### src/rtl/uart_pkg.sv
// Shared types and constants for the UART receive path.
package uart_pkg;
  localparam int UART_DATA_W     = 9;
  localparam int UART_FIFO_DEPTH = 16;

  typedef struct packed {
    logic                   err;
    logic [UART_DATA_W-1:0] data;
  } uart_entry_t;
endpackage

### src/rtl/uart_fifo_mem.sv
// Receive FIFO storage: register array, one write port, asynchronous read.
module uart_fifo_mem
  import uart_pkg::*;
#(
  parameter  int DEPTH = UART_FIFO_DEPTH,
  localparam int AW    = $clog2(DEPTH)
) (
  input  logic          clk_i,
  input  logic          we_i,
  input  logic [AW-1:0] waddr_i,
  input  uart_entry_t   wdata_i,
  input  logic [AW-1:0] raddr_i,
  output uart_entry_t   rdata_o
);

  // Contents carry no reset; occupancy tracking makes stale entries invisible.
  uart_entry_t mem_q [DEPTH];

  always_ff @(posedge clk_i) begin
    if (we_i) mem_q[waddr_i] <= wdata_i;
  end

  assign rdata_o = mem_q[raddr_i];

endmodule

### src/rtl/uart_rx_fifo.sv
// UART receive FIFO: edge-detected push, show-ahead pop, sticky overrun and watermark irq.
module uart_rx_fifo
  import uart_pkg::*;
#(
  parameter  int DEPTH = UART_FIFO_DEPTH,
  localparam int AW    = $clog2(DEPTH)
) (
  input  logic                   clk_i,
  input  logic                   rst_ni,
  input  logic [UART_DATA_W-1:0] data_i,
  input  logic                   rx_rdy_i,
  input  logic                   rx_err_i,
  input  logic                   clr_i,
  input  logic [AW:0]            thresh_i,
  input  logic                   rd_ready_i,
  output logic                   rd_valid_o,
  output logic [UART_DATA_W-1:0] rd_data_o,
  output logic                   rd_err_o,
  output logic [AW:0]            level_o,
  output logic                   full_o,
  output logic                   empty_o,
  output logic                   overrun_o,
  output logic                   irq_o
);

  logic [AW-1:0] wr_ptr_q, rd_ptr_q;
  logic [AW:0]   level_q;
  logic          rx_rdy_q, armed_q, overrun_q, irq_q;
  logic          push_req, push_ok, push_drop, pop;
  uart_entry_t   wr_entry, head;

  assign full_o     = (level_q == (AW+1)'(DEPTH));
  assign empty_o    = (level_q == '0);
  assign rd_valid_o = ~empty_o;
  assign level_o    = level_q;
  assign overrun_o  = overrun_q;
  assign irq_o      = irq_q;

  // armed_q blocks a push until rx_rdy_i has been seen low since reset, so a
  // level held high across reset release is not mistaken for a new character.
  assign push_req  = rx_rdy_i & ~rx_rdy_q & armed_q;
  assign pop       = rd_valid_o & rd_ready_i;
  assign push_ok   = push_req & (~full_o | pop);
  assign push_drop = push_req & full_o & ~pop;

  assign wr_entry = '{err: rx_err_i, data: data_i};

  uart_fifo_mem #(.DEPTH(DEPTH)) u_mem (
    .clk_i   (clk_i),
    .we_i    (push_ok & ~clr_i),
    .waddr_i (wr_ptr_q),
    .wdata_i (wr_entry),
    .raddr_i (rd_ptr_q),
    .rdata_o (head)
  );

  assign rd_data_o = rd_valid_o ? head.data : '0;
  assign rd_err_o  = rd_valid_o ? head.err  : 1'b0;

  always_ff @(posedge clk_i or negedge rst_ni) begin
    if (!rst_ni) begin
      wr_ptr_q  <= '0;
      rd_ptr_q  <= '0;
      level_q   <= '0;
      rx_rdy_q  <= 1'b0;
      armed_q   <= 1'b0;
      overrun_q <= 1'b0;
      irq_q     <= 1'b0;
    end else begin
      rx_rdy_q <= rx_rdy_i;
      armed_q  <= armed_q | ~rx_rdy_i;
      irq_q    <= ((level_q >= thresh_i) && (thresh_i != '0)) || overrun_q;
      if (clr_i) begin
        wr_ptr_q  <= '0;
        rd_ptr_q  <= '0;
        level_q   <= '0;
        overrun_q <= 1'b0;
      end else begin
        if (push_ok) wr_ptr_q <= wr_ptr_q + 1'b1;
        if (pop)     rd_ptr_q <= rd_ptr_q + 1'b1;
        if (push_ok && !pop)      level_q <= level_q + 1'b1;
        else if (pop && !push_ok) level_q <= level_q - 1'b1;
        if (push_drop) overrun_q <= 1'b1;
      end
    end
  end

endmodule

### config.mk
export PLATFORM = sky130hd
export DESIGN_NAME = uart_rx_fifo
export DESIGN_NICKNAME = d
export VERILOG_FILES = /design/src/rtl/uart_pkg.sv /design/src/rtl/uart_fifo_mem.sv /design/src/rtl/uart_rx_fifo.sv
export SDC_FILE = /design/constraint.sdc
export NUM_CORES = 1
export LEC_CHECK = 0
export CAP_MARGIN = 5
export CORE_AREA = 5 5 118 120
export CTS_BUF_LIST = sky130_fd_sc_hd__clkbuf_16
export DETAILED_ROUTE_END_ITERATION = 8
export DIE_AREA = 0 0 123 125
export PLACE_DENSITY_LB_ADDON = 0.05
export RECOVER_POWER = 50
export SYNTH_ARGS = -nofsm -noshare
export SYNTH_HDL_FRONTEND = slang
export SYNTH_HIERARCHICAL = 1
export SYNTH_SLANG_ARGS = --single-unit
### constraint.sdc
create_clock -name clk_i -period 3.33 [get_ports clk_i]
set_input_delay 0.333 -clock clk_i [delete_from_list [all_inputs] [get_ports clk_i]]
set_output_delay 0.333 -clock clk_i [all_outputs]
set_load 0.02 [all_outputs]
== Yosys cells after proc, flatten, opt, wreduce, memory -nomap -nowiden ==
Memory sizes are Yosys's and may differ from the RTL's.
Index checks and enable logic that the tools add are counted.
Storage, ports and cells
  register bits after elaboration: 17
  latch bits: 0
  memory bits (writable): 160
  bits in read-only memories: 0
  bits of input ports: 20
  output and inout bits: 20
  logic and storage cells: 54
  memories: 1
Cells by class
  add/sub/neg operators: 4
  $mul: 0
  div/mod/pow operators: 0
  magnitude comparators: 1
  equality and inequality tests: 1
  shift operators: 0
  mux-type cells: 13
  bitwise logic cells: 15
  reductions and logical operators: 12
Memory list
  u_mem.mem_q: words 16, width 10, read ports 1, clocked after memory_dff 0, write ports 1, line uart_fifo_mem.sv:17  | uart_entry_t mem_q [DEPTH];
Operators with widths (count)
  $mux W4: 4
  $mux W5: 3
  $mux W9: 1
  $add A4 B1 Y4 const B: 2
  $and A1 B1 Y1: 7
  $not A1 Y1: 6
  $reduce_bool A2 Y1: 3
  $add A5 B1 Y5 const B: 1
  $eq A5 B5 Y1 const B: 1
  $ge A5 B5 Y1: 1
  $logic_not A5 Y1: 1
  $mux W1: 5
  $reduce_bool A5 Y1: 1
  $sub A5 B1 Y5 const B: 1
  $logic_and A1 B1 Y1: 3
  $reduce_bool A3 Y1: 1
  $logic_not A1 Y1: 2
  $or A1 B1 Y1: 2
  $logic_or A1 B1 Y1: 1

== Depth between registers and ports, before layout ==
  depth after elaboration: 10
  depth in mapped cells: 9
  mapped depth without buffers: 9

== Cells and area by module ==
The synthesis kept the hierarchy.
By module, submodules not included
  uart_fifo_mem: instances 1, cells an instance 269, area an instance 6153.4 um^2
  uart_rx_fifo: instances 1, cells an instance 114, area an instance 1138.6 um^2

== Least setup slack after synthesis ==
No wires, ideal clock.
  kind: register to register
  from: reg level_q[0], in the netlist level_o[0]
  to: mem u_mem/mem_q[0][0] in the netlist's numbering, enable pin
  library setup time: 0.390 ns
  arrival time: 2.519 ns
  data required time: 2.940 ns
  path slack: 0.421 ns
  stages on the path, launching flop included: 6
  path buffers: 0
  period minus slack after synthesis: 2.909 ns
  path through: dfrtp_1 nor4_2 a31oi_2 nor2b_1 or3b_1 nor3_1
Between the ends
  longest elaborated chain between the ends: 8
  elaborated cells on any way between the ends: 10
RTL lines
  start: declaration: line uart_rx_fifo.sv:27  | logic [AW:0] level_q;
  start signal: assignment: line uart_rx_fifo.sv:81  | if (push_ok && !pop) level_q <= level_q + 1'b1;
  start signal: assignment: line uart_rx_fifo.sv:82  | else if (pop && !push_ok) level_q <= level_q - 1'b1;
  $logic_not A5 Y1: line uart_rx_fifo.sv:33  | assign empty_o = (level_q == '0);
  $not A1 Y1: line uart_rx_fifo.sv:34  | assign rd_valid_o = ~empty_o;
  $and A1 B1 Y1: line uart_rx_fifo.sv:42  | assign pop = rd_valid_o & rd_ready_i;
  $or A1 B1 Y1 *: line uart_rx_fifo.sv:43  | assign push_ok = push_req & (~full_o | pop);
  $and A1 B1 Y1 *: line uart_rx_fifo.sv:43
  $and A1 B1 Y1 *: line uart_rx_fifo.sv:50  | .we_i (push_ok & ~clr_i),
  $mux W1 *: line uart_fifo_mem.sv:20  | if (we_i) mem_q[waddr_i] <= wdata_i;
  $mux W1 (implied by the code) *: line uart_fifo_mem.sv:20
  end: declaration: line uart_fifo_mem.sv:17
Mark *: on every way between the ends. The rest lies on a longest branch, timed or not.

==> impl_metrics.ini <==
[synth]
syn_area_um2 = 7290
syn_area_per_cell_um2 = 19.0
yosys.cell_types.count = 43
yosysSeqAreaShare = 0.717
syn_inst = 383
ys_ff_latch = 177
yosysWarnings = 6
ys.flop_type = edfxtp_1
synth_edf_count = 160
synth-async-reset-ratio = 0.0960
synth_nets = 415

[clock_tree]
cts_tree = done
numCtsBuffers = 17
ctsLongestPathBuffers = 2
clk_pin_slew_ns = 0.06
postCtsSetupBuffers = 0
cts_hold_buf = 0
clock_latency_ns = 0.42
clock_tree.root_cell = clkbuf_16
cts_max_level = 4
cts_resized = 0
cts_sinks = 177

[floorplanning]
die_w_um = 123
start_util = 0.566
ios = 40
die-area_um2 = 15400
coreArea_um2 = 12900
row_count = 42
die_y_um = 125

[placed_design]
io_buffers = 39
gp_congestion = 0.779
dp_cells = 613
place_hpwl_um = 9240

[global_routing]
grt_overflow = 0
grt_pass1_vias = 3771
grt_pass1_wl_um = 22600
grt_use_total = 0.208
grt_max_degree = 44
antenna_found_initial = 0

[routing]
first_pass_iters = 4
via_per_inst = 5.91
drc = 0
wirelength_um = 15100
ant_nets = 0
wire_per_inst_um = 23.4
drt_iter0_markers = 334
dr_total_vias = 3819

[sta]
worst_pin_slew_ns = 0.807
skew_ns = 0.0126
finalCritPeriodShare = 0.960
slew_viol_final = 0
rsz0062_at_grt = false
max_freq_ghz = 0.313
period_needed_ns = 3.20
slew_headroom = 0.460
setup_violations = 0
setup-tns-final_ns = 0
hold_viol = 0

[worst_setup_path]
path_max_fanout = 15
cp.required_ns = 3.00
arrival_ns = 2.86
setup.worst_path.class = reg -> out
cp-end-kind = output port
cp-start-kind = register

[final_layout]
nets = 489
antenna_cells = 0
final_cells = 646
areaGrowthSynthToFinish_pct = 18.4
drive_gt1_frac = 0.196

[power]
cellPowerDensity_nw_per_um2 = 717
total_leakage_power_nw = 2.94
vdd.ir_drop.worst_v = 0.000402

[job]
drv_cap = 0

[outcome]
status = completed

[worst_hold_path]
hold_path_class = in -> async
where the power goes:
part / internal (mW) / switching (mW) / total (mW)
combinational: 0.829 / 0.866 / 1.70
clock: 1.06 / 0.860 / 1.92
sequential: 2.47 / 0.101 / 2.57
total: 4.36 / 1.83 / 6.19
kinds of logic after synthesis:
| logic type | share of synthesized area |
|---|---|
| DFF | 0.717 |
| and+or+nand+nor | 0.0599 |
| muxes | 0.135 |
| AOI/OAI and AO/OA | 0.0398 |
| buffers and inverters | 0.0166 |
| adders and majority gates | 0.0216 |
| xor gates and xnor gates | 0.00961 |
registers in the layout, summed over array words and instances, names as in the netlist:
signal       flops
irq_o            1
overrun_o        1
wr_ptr_q         4
rd_ptr_q         4
rx_rdy_q         1
armed_q          1
u_mem/mem_q    160
level_o          5
per-stage QoR:
stage	hold slack (ns)	instance area (µm²)	power (mW)	worst slack, ns	util
after global placement	0.450	8050	4.32	0.527	0.625
after detailed placement	0.456	8050	4.34	0.485	0.625
after CTS	0.397	8630	6.26	0.0653	0.670
after global routing	0.509	8630	6.48	0.0172	0.670
after floorplan	0.0374	7290	3.73	0.421	-
final	0.442	8630	6.19	0.133	0.670
cells in the mapped netlist, types with 2 or more instances:
| cell type | n | share of area |
|---|---|---|
| edfxtp_1 | 160 | 0.66 |
| mux4_2 | 28 | 0.086 |
| nor2_1 | 27 | 0.014 |
| a22oi_1 | 20 | 0.021 |
| dfrtp_1 | 17 | 0.058 |
| nand2_1 | 17 | 0.0088 |
| and2_1 | 12 | 0.010 |
| mux4_1 | 12 | 0.043 |
| ha_1 | 11 | 0.019 |
| inv_1 | 7 | 0.0036 |
| nor3_1 | 7 | 0.0048 |
| buf_1 | 5 | 0.0026 |
| nand3_1 | 5 | 0.0034 |
| xor2_1 | 5 | 0.0060 |
| a21oi_1 | 4 | 0.0027 |
| mux2i_1 | 4 | 0.0055 |
| nand2b_1 | 4 | 0.0034 |
| clkbuf_1 | 3 | 0.0015 |
| nand3b_1 | 3 | 0.0031 |
| nor2b_1 | 3 | 0.0026 |
| xnor2_1 | 3 | 0.0036 |
| a21o_1 | 2 | 0.0021 |
| buf_4 | 2 | 0.0021 |
| buf_8 | 2 | 0.0041 |
| or4_1 | 2 | 0.0021 |
critical path, stage by stage (launching register included):
cell and delay, ns:
dfrtp_2 0.53, buf_12 0.23, mux4_1 0.56, a22oi_1 0.27, nand2_1 0.14, and2_1 0.16, clkdlybuf4s50_1 0.54
per-layer routing:
layer | track usage | routed length (µm)
met3 | 0.0366 | 1260
met2 | 0.319 | 7360
met1 | 0.308 | 6380
met4 | 0.0684 | 136
met5 | 0 | 0
path summary, 6_finish.rpt:
kind,slack (ns),endpoint,depth (start not counted),from
min in group clk_i,0.47,armed_q$_DFF_PN0_,1,armed_q$_DFF_PN0_
max in group asynchronous,2.34,rd_ptr_q[0]$_DFFE_PN0P_,1,rst_ni
worst max-delay path,0.13,rd_data_o[0],6,rd_ptr_q[0]$_DFFE_PN0P_
worst min-delay path,0.44,level_o[4]$_DFFE_PN0P_,1,rst_ni
worst max register to register,0.41,level_o[4]$_DFFE_PN0P_,8,level_o[0]$_DFFE_PN0P_
worst min register to register,0.47,armed_q$_DFF_PN0_,1,armed_q$_DFF_PN0_
placed cells by master (no fill, tap or decap), types with 13 or more instances in the layout:
master / instances
a22oi_1: 20
buf_4: 25
clkbuf_16: 18
clkdlybuf4s50_1: 26
dfrtp_1: 16
dlygate4sd3_1: 13
edfxtp_1: 160
mux4_2: 28
nand2_1: 17
nor2_1: 27
area by class of cell:
cell class / instances / area, µm²
clock inverters: 15 / 149
clock buffers: 17 / 425
inverters: 7 / 26.3
well taps: 176 / 220
fillers: 881 / 4240
multi-input cells: 185 / 1930
repair buffers: 69 / 651
flip-flops and latches: 177 / 5230
Note: power is estimated with default switching activity, not from simulation.
